**config.mk**
```make
export PLATFORM = sky130hd
export DESIGN_NAME = icache_refill
export DESIGN_NICKNAME = d
export VERILOG_FILES = /design/src/rtl/icache_refill.sv
export SDC_FILE = /design/constraint.sdc
export NUM_CORES = 1
export LEC_CHECK = 0
export CORE_MARGIN = 5
export CORE_UTILIZATION = 30
export DETAILED_ROUTE_END_ITERATION = 16
export PLACE_DENSITY = 0.89
export SETUP_SLACK_MARGIN = 0.05
export SLEW_MARGIN = 20
export SYNTH_ARGS = -nofsm -noshare
export SYNTH_HDL_FRONTEND = slang
export SYNTH_SLANG_ARGS = --single-unit
```
**constraint.sdc**
```tcl
create_clock -name clk -period 1.74 [get_ports clk]
set_clock_uncertainty 0.05 [all_clocks]
set_input_delay 0.174 -clock clk [delete_from_list [all_inputs] [get_ports clk]]
set_output_delay 0.174 -clock clk [all_outputs]
set_load 0.02 [all_outputs]
```
**src/rtl/icache_refill.sv**
```systemverilog
// I-cache line-refill engine: one INCR read burst per miss, words streamed
// into the data RAM, tag/valid written only once the whole line has landed.
module icache_refill #(
    parameter int OFS_W   = 3,
    parameter int INDEX_W = 7,
    parameter int ADDR_W  = 32
) (
    input  logic                              clk,
    input  logic                              resetn,
    input  logic                              miss_req,
    input  logic [ADDR_W-1:0]                 miss_addr,
    output logic                              busy,
    output logic                              done,
    output logic                              arvalid,
    input  logic                              arready,
    output logic [ADDR_W-1:0]                 araddr,
    output logic [7:0]                        arlen,
    input  logic                              rvalid,
    output logic                              rready,
    input  logic [31:0]                       rdata,
    input  logic                              rlast,
    output logic                              ram_wen,
    output logic [INDEX_W+OFS_W-1:0]          ram_adw,
    output logic [31:0]                       ram_din,
    output logic                              tag_wen,
    output logic [INDEX_W-1:0]                tag_idx,
    output logic [ADDR_W-INDEX_W-OFS_W-2:0]   tag_din,
    output logic                              proto_err
);

    localparam int LINE_W = ADDR_W - OFS_W - 2;
    localparam int TAG_W  = LINE_W - INDEX_W;

    localparam logic [1:0] S_IDLE = 2'd0;
    localparam logic [1:0] S_AR   = 2'd1;
    localparam logic [1:0] S_R    = 2'd2;
    localparam logic [1:0] S_DONE = 2'd3;

    localparam logic [OFS_W-1:0] LAST_WORD = '1;
    localparam logic [7:0]       ARLEN_C   = 8'((1 << OFS_W) - 1);

    logic [1:0]         state;
    logic [1:0]         state_nxt;
    logic [OFS_W-1:0]   cnt;
    logic [LINE_W-1:0]  line_q;
    logic [INDEX_W-1:0] idx;
    logic [TAG_W-1:0]   tag;
    logic               beat;
    logic               is_last;
    logic               unused_lsb;

    assign idx     = line_q[INDEX_W-1:0];
    assign tag     = line_q[LINE_W-1:INDEX_W];
    assign beat    = (state == S_R) & rvalid;
    assign is_last = (cnt == LAST_WORD);

    // Byte/word offset of the miss is irrelevant: the whole line is fetched.
    assign unused_lsb = ^miss_addr[OFS_W+1:0];

    always_comb begin
        state_nxt = state;
        unique case (state)
            S_IDLE: if (miss_req) state_nxt = S_AR;
            S_AR:   if (arready) state_nxt = S_R;
            S_R:    if (beat && is_last) state_nxt = S_DONE;
            S_DONE: state_nxt = S_IDLE;
            default: state_nxt = S_IDLE;
        endcase
    end

    always_ff @(posedge clk or negedge resetn) begin
        if (!resetn) begin
            state  <= S_IDLE;
            cnt    <= '0;
            line_q <= '0;
        end else begin
            state <= state_nxt;
            if (state == S_IDLE && miss_req) begin
                line_q <= miss_addr[ADDR_W-1:OFS_W+2];
                cnt    <= '0;
            end else if (beat) begin
                cnt <= cnt + 1'b1;
            end
        end
    end

    assign busy    = (state != S_IDLE);
    assign arvalid = (state == S_AR);
    assign rready  = (state == S_R);
    assign done    = (state == S_DONE);
    assign tag_wen = done;

    assign araddr = {line_q, {(OFS_W+2){1'b0}}};
    assign arlen  = ARLEN_C;

    // The beat counter, not rlast, decides where the line ends.
    assign ram_wen   = beat;
    assign ram_adw   = beat ? {idx, cnt} : '0;
    assign ram_din   = beat ? rdata : '0;
    assign proto_err = beat & (rlast ^ is_last);

    assign tag_idx = done ? idx : '0;
    assign tag_din = done ? {1'b1, tag} : '0;

endmodule

```
### Word level (Yosys, flattened, before mapping)

Index checks and enable logic that the tools add are counted.

| word-level totals | value |
|---|---|
| flip-flop bits (word level) | 32 |
| latch bits | 0 |
| RAM bits | 0 |
| memory bits (read-only) | 0 |
| input bits | 70 |
| output and inout bits | 117 |
| logic and storage cells | 30 |
| memories kept | 0 |

| operators by class | value |
|---|---|
| $add $sub $neg | 1 |
| multipliers | 0 |
| divide/modulo/power cells | 0 |
| order comparisons | 0 |
| equality and inequality tests | 7 |
| shifts and indexed selects | 0 |
| muxes and demuxes | 10 |
| bitwise gates (word level) | 3 |
| reductions and logical operators | 6 |

Operator list:

| cell | count |
|---|---|
| two-way mux 32 bit | 1 |
| two-way mux 21 bit | 1 |
| two-way mux 10 bit | 1 |
| case mux 2 bit (4 select lines) | 1 |
| two-way mux 7 bit | 1 |
| two-way mux 2 bit | 3 |
| two-way mux 3 bit | 2 |
| == test 2 bit (second input constant) | 2 |
| inequality test 2 x 1 -> 1 bit (second input constant) | 2 |
| nonzero test 2 bit | 2 |
| adder 3 x 1 -> 3 bit (second input constant) | 1 |
| == test 3 bit (second input constant) | 1 |
| AND reduction 3 bit | 1 |
| AND 1 bit | 2 |
| == test 2 x 1 -> 1 bit (second input constant) | 1 |
| logical AND 1 bit | 2 |
| zero test 2 bit | 1 |
| inequality test 2 bit (second input constant) | 1 |
| bitwise XOR 1 bit | 1 |

### Logic depth before layout (Yosys ltp)

| depth | value |
|---|---|
| depth in word-level cells | 5 |
| gate-level depth with buffers | 7 |

### Worst setup path after synthesis

OpenSTA, ideal clock, no wires.

| timing | value |
|---|---|
| kind | flip-flop to output port |
| start point | reg state[0] |
| end point | out ram_adw[0] |
| arrival time | 1.448 ns |
| required time | 1.516 ns |
| slack | 0.068 ns |
| stages on the path, launching flop included | 6 |
| cell sequence | dfrtp_1 > inv_1 > ha_1 > buf_2 > clkbuf_1 > and3_1 |

| on the way | value |
|---|---|
| cells in the longest elaborated chain, start to end | 3 |

Ends and longest elaborated chain:

| element | RTL line | text |
|---|---|---|
| start: declaration | 42 | `logic [1:0] state;` |
| start signal: assignment | 77 | `state <= state_nxt;` |
| == test 2 bit | -- |  |
| net rready | 19 | `output logic rready,` |
| AND 1 bit | 54 | `assign beat = (state == S_R) & rvalid;` |
| two-way mux 10 bit | 98 | `assign ram_adw = beat ? {idx, cnt} : '0;` |
| end: declaration | 23 | `output logic [INDEX_W+OFS_W-1:0] ram_adw,` |

The timed path passes the listed nets, and every way through them passes these cells.

### Worst setup path in the final report

| timing | value |
|---|---|
| start point | reg state[1] |
| end point | out tag_din[8] |

| on the way | value |
|---|---|
| cells in the longest elaborated chain, start to end | 2 |

Ends and longest elaborated chain:

| element | RTL line | text |
|---|---|---|
| == test 2 bit | 90 | `assign done = (state == S_DONE);` |
| two-way mux 21 bit | 103 | `assign tag_din = done ? {1'b1, tag} : '0;` |
| end: declaration | 27 | `output logic [ADDR_W-INDEX_W-OFS_W-2:0] tag_din,` |

Every way passes these cells.

==> out/metrics.sh <==
DRCVIOLATIONCOUNT=0
DIODES=0
YOSYS_WARNINGS=0
NUMBER_OF_GLOBAL_ROUTE_VIAS_BEFORE_REPAIR=2162
ANTENNA_VIOLATIONS_BEFORE_REPAIR=0
CRIT_PATH_END='tag_din[8]'
POST_ROUTE_CELLS_DRIVE_ABOVE_1_SHARE_PCT=52.4
START_UTIL_PCT=31.3
GRT_PASS1_WL_UM=11300
NUMCLOCKSINKS=32
TNS_PS=-96.7
DESIGN_POWER_TOTAL_mW=7.70
ROUTEDWLPERCELL_UM=18.4
SYNTH_CELL_TYPE_COUNT=23
LAYOUT_SETUP_WS_PS=-23.3
DETAILROUTE.VIA_COUNT=2124
R2R_SLACK_PS=70
SW_FRAC_OF_TOTAL_PCT=39.1
SETUP_VIOL=7
PLACE_INST=430
CRIT_REQUIRED_PS=1520
STATUS='complete, but fails checks'
LEAKAGE_nW=2.18
WORSTPATHARRIVAL_PS=1540
CTS_INSERTED_BUFFERS=5
GRT.MET3_USAGE_PCT=6.38
PLACED_AREA_MM2=0.00385
SYNTHDOMINANTCELLAREASHARE_PCT=39.8
TIMING.FMAX_MHz=567
SYNTHESIZED_CELL_AREA_MM2=0.00201
MAXCAPVIOLCOUNT=0
FINAL_STAGE_NET_COUNT=449
FP.DIEH_UM=91.9
CLKPWRFRAC_PCT=10.2
GRT_MAX_DEGREE=45
CHIPWIDTH_UM=91.9
CRITICAL_PATH_PEAK_FANOUT=5
SYNTH-SEQ-CELLS=32
PATH_CLASS='reg2out'
YS_ASYNC_SR_FRACTION_PCT=100
TOTAL_DIE_AREA_MM2=0.00845
HOLD_PATH.CLASS='in2async'
1ST_ITER_DRT_VIOLS=42
MET2_GRT_UTIL_PCT=30.5
HTREE_LEVELS=2
SWITCHING_POWER_mW=3.01
SYNTH_SEQ_AREA_SHARE_PCT=39.8
GRT_UTIL_MET1_PCT=17.9
TOP_FF_CELL_SYNTH='sky130_fd_sc_hd__dfrtp_1'
CTS_ROOT_BUF='sky130_fd_sc_hd__clkbuf_8'
CRITICAL_PATH.REG2REG.ENDPOINT='state[1]'
POST-ROUTE-MIN-PERIOD_PS=1760
PLACE_CONGESTION=0.746
GLOBAL_ROUTE.PEAK_USAGE_LAYER='met2'
GR-TOTAL-OVERFLOW=0
TOTALWIRELENGTH_UM=8300
CRIT_PATH_START_KIND='flop'
SYNTHESIS.INSTANCES=185
REPORT.FINAL.HOLD_VIOL_COUNT=0
P_SEQ_SHARE_PCT=19.4
REGTOREGSTARTPOINT='state[0]'
STDCELL_AREA_MM2=0.00440
YOSYS.CELL_COUNT.TOP_TYPE='sky130_fd_sc_hd__and3_1'
RSZ0062_AT_GRT='yes'
PEAK_IR_DROP_ON_THE_VDD_NETWORK_V=0.00116
DETAIL-ROUTE-ANTENNA-NETS=0
POST_SYNTH_MOST_FREQUENT_CELLS='42 x sky130_fd_sc_hd__and3_1, 32 x sky130_fd_sc_hd__dfrtp_1, 27 x sky130_fd_sc_hd__and2_1, 20 x sky130_fd_sc_hd__mux2_4, 15 x sky130_fd_sc_hd__buf_4'
DETAILED_PLACE_HPWL_UM=5700
SYNTH_ENABLE_FLOP_CELLS=0
CP-STARTPOINT='state[1]'
SYN_AVG_CELL_AREA_UM2=10.9
SYNTH_AREA_LEADERS='sky130_fd_sc_hd__dfrtp_1 40%, sky130_fd_sc_hd__mux2_4 15%, sky130_fd_sc_hd__and3_1 13%'
CLKSLEWWORSTSETUPHOLDPATHS_PS=70
FINAL_MIN_PERIOD_OVER_CLOCK_PERIOD_PCT=101
DR.PASS1.ITERS=4
GROUTE.USAGE.OVERALL_PCT=16.7
CLK_PATH_BUF_DEPTH=2
PORT-BUFFER-COUNT=168
CORE_REGION_AREA_MM2=0.00642
DRT-VIAS-PER-INSTANCE=4.71
POWER_DENSITY_mW_PER_MM2=1750
R2R.WORST_PATH.CELLS=6
KIND_OF_END_POINT_OF_THE_CRITICAL_PATH='primary output'
P_INT_mW=4.69
YOSYSTOPAREACELL='sky130_fd_sc_hd__dfrtp_1'
IOPINCOUNT=187
INSERTION_DELAY_PS=280
POST_LAYOUT_NONFILLER_INSTANCES=451
FINALMAXSLEWVIOLATIONS=0
CLOCK_TREE_FROM_TRITONCTS='yes'
PLACEMENT_ROWS=29
FAILING_CHECKS='setup timing'
POSTCTSHOLDBUFS=0
PLACE_WS_PS=-245
AREA_GROWTH_SYN_TO_LAYOUT_PCT=119
SHARE_COMB_OF_TOTAL_POWER_PCT=70.4
[per-layer routing]
| metal | share of wire [%] | wire [µm] |
|---|---|---|
| met5 | 0 | 0 |
| met4 | 2.0 | 163 |
| met3 | 9.8 | 817 |
| met2 | 52 | 4330 |
| met1 | 36 | 2980 |
[sequential cells by signal, summed over array words and instances, names as in the netlist]
| register | cells |
|---|---|
| cnt | 3 |
| line_q | 27 |
| state | 2 |
[power groups by stage]
stage	Clock [mW]	Combinational, mW	Sequential (mW)
detailed placement	0	4.51	1.44
finish	0.785	5.42	1.49
floorplan	0	1.96	1.78
global route	0.832	5.73	1.55
CTS	0.805	4.58	1.45
global placement	0	4.41	1.43
[area by class of cell]
class                      instances  area, µm²
tap                               77       96.3
sequential                        32        801
fill                             472       2020
clock buffer                       7       96.3
clock inverter                     1       30.0
inverter                           5       18.8
multi-input combinational        130       1290
timing repair buffer             199       2070
[what timing repair did]
| item | in CTS | in global routing |
|---|---|---|
| pin swaps | 2 | 6 |
| buffers inserted | 4 | 4 |
| endpoints found under the hold margin | 0 | 0 |
| endpoints found under the setup margin | 78 | 80 |
| gates cloned | 1 | 4 |
| gates resized for setup | 351 | 139 |
[metrics by stage]
step | utilization, % | hold WS, ps
2_1_floorplan | - | -172
3_3_place_gp | 59.9 | 463
3_5_place_dp | 59.9 | 466
4_1_cts | 60.5 | 239
5_1_grt | 68.6 | 277
6_report | 68.6 | 230
[layout by cell type (no fill, tap or decap)]
master	count
sky130_fd_sc_hd__buf_6	68
sky130_fd_sc_hd__clkbuf_2	4
sky130_fd_sc_hd__clkbuf_8	7
sky130_fd_sc_hd__mux2i_1	2
sky130_fd_sc_hd__and2_4	27
sky130_fd_sc_hd__nand2_1	2
sky130_fd_sc_hd__clkdlybuf4s50_1	91
sky130_fd_sc_hd__ha_2	1
sky130_fd_sc_hd__nor2_1	1
sky130_fd_sc_hd__and3_4	19
sky130_fd_sc_hd__buf_4	16
sky130_fd_sc_hd__conb_1	13
sky130_fd_sc_hd__xnor2_2	1
sky130_fd_sc_hd__and3_1	23
sky130_fd_sc_hd__buf_2	10
sky130_fd_sc_hd__dlygate4sd2_1	1
sky130_fd_sc_hd__a221oi_4	1
sky130_fd_sc_hd__nor2b_2	1
sky130_fd_sc_hd__o32a_1	1
sky130_fd_sc_hd__clkbuf_16	2
sky130_fd_sc_hd__inv_1	3
sky130_fd_sc_hd__buf_12	6
sky130_fd_sc_hd__buf_16	1
sky130_fd_sc_hd__mux2_1	4
sky130_fd_sc_hd__xnor2_1	1
sky130_fd_sc_hd__bufinv_16	1
sky130_fd_sc_hd__a21oi_1	3
sky130_fd_sc_hd__dfrtp_1	32
sky130_fd_sc_hd__inv_2	2
sky130_fd_sc_hd__ha_1	1
sky130_fd_sc_hd__nand2_4	1
sky130_fd_sc_hd__ha_4	4
sky130_fd_sc_hd__mux2_2	4
sky130_fd_sc_hd__mux2_4	20
[worst max-delay path, stage by stage, from the launching register on]
cell and delay [ps]:
sky130_fd_sc_hd__dfrtp_1 400, sky130_fd_sc_hd__buf_6 130, sky130_fd_sc_hd__ha_4 190, sky130_fd_sc_hd__buf_16 140
sky130_fd_sc_hd__buf_4 130, sky130_fd_sc_hd__and2_4 150, sky130_fd_sc_hd__buf_6 120
[worst min-delay path by stage]
stage	from	slack, ps	cells past startpoint	endpoint
floorplan	resetn	-170	0	cnt[0]
global placement	line_q[15]	460	1	line_q[15]
detailed placement	line_q[9]	470	1	line_q[9]
CTS	resetn	240	2	line_q[11]
global route	resetn	280	2	line_q[9]
finish	resetn	230	2	line_q[11]
[cell families after synthesis]
group | share of synthesized area [%]
flip-flops | 39.8
adder cells (fa/ha/maj) | 3.73
buffers and inverters | 10.0
AND/OR/NAND/NOR | 22.9
XOR/XNOR | 0.870
multiplexers | 20.4
other | 0.373
AO/OA/AOI/OAI | 1.99
(Power assumes the default switching activity.)
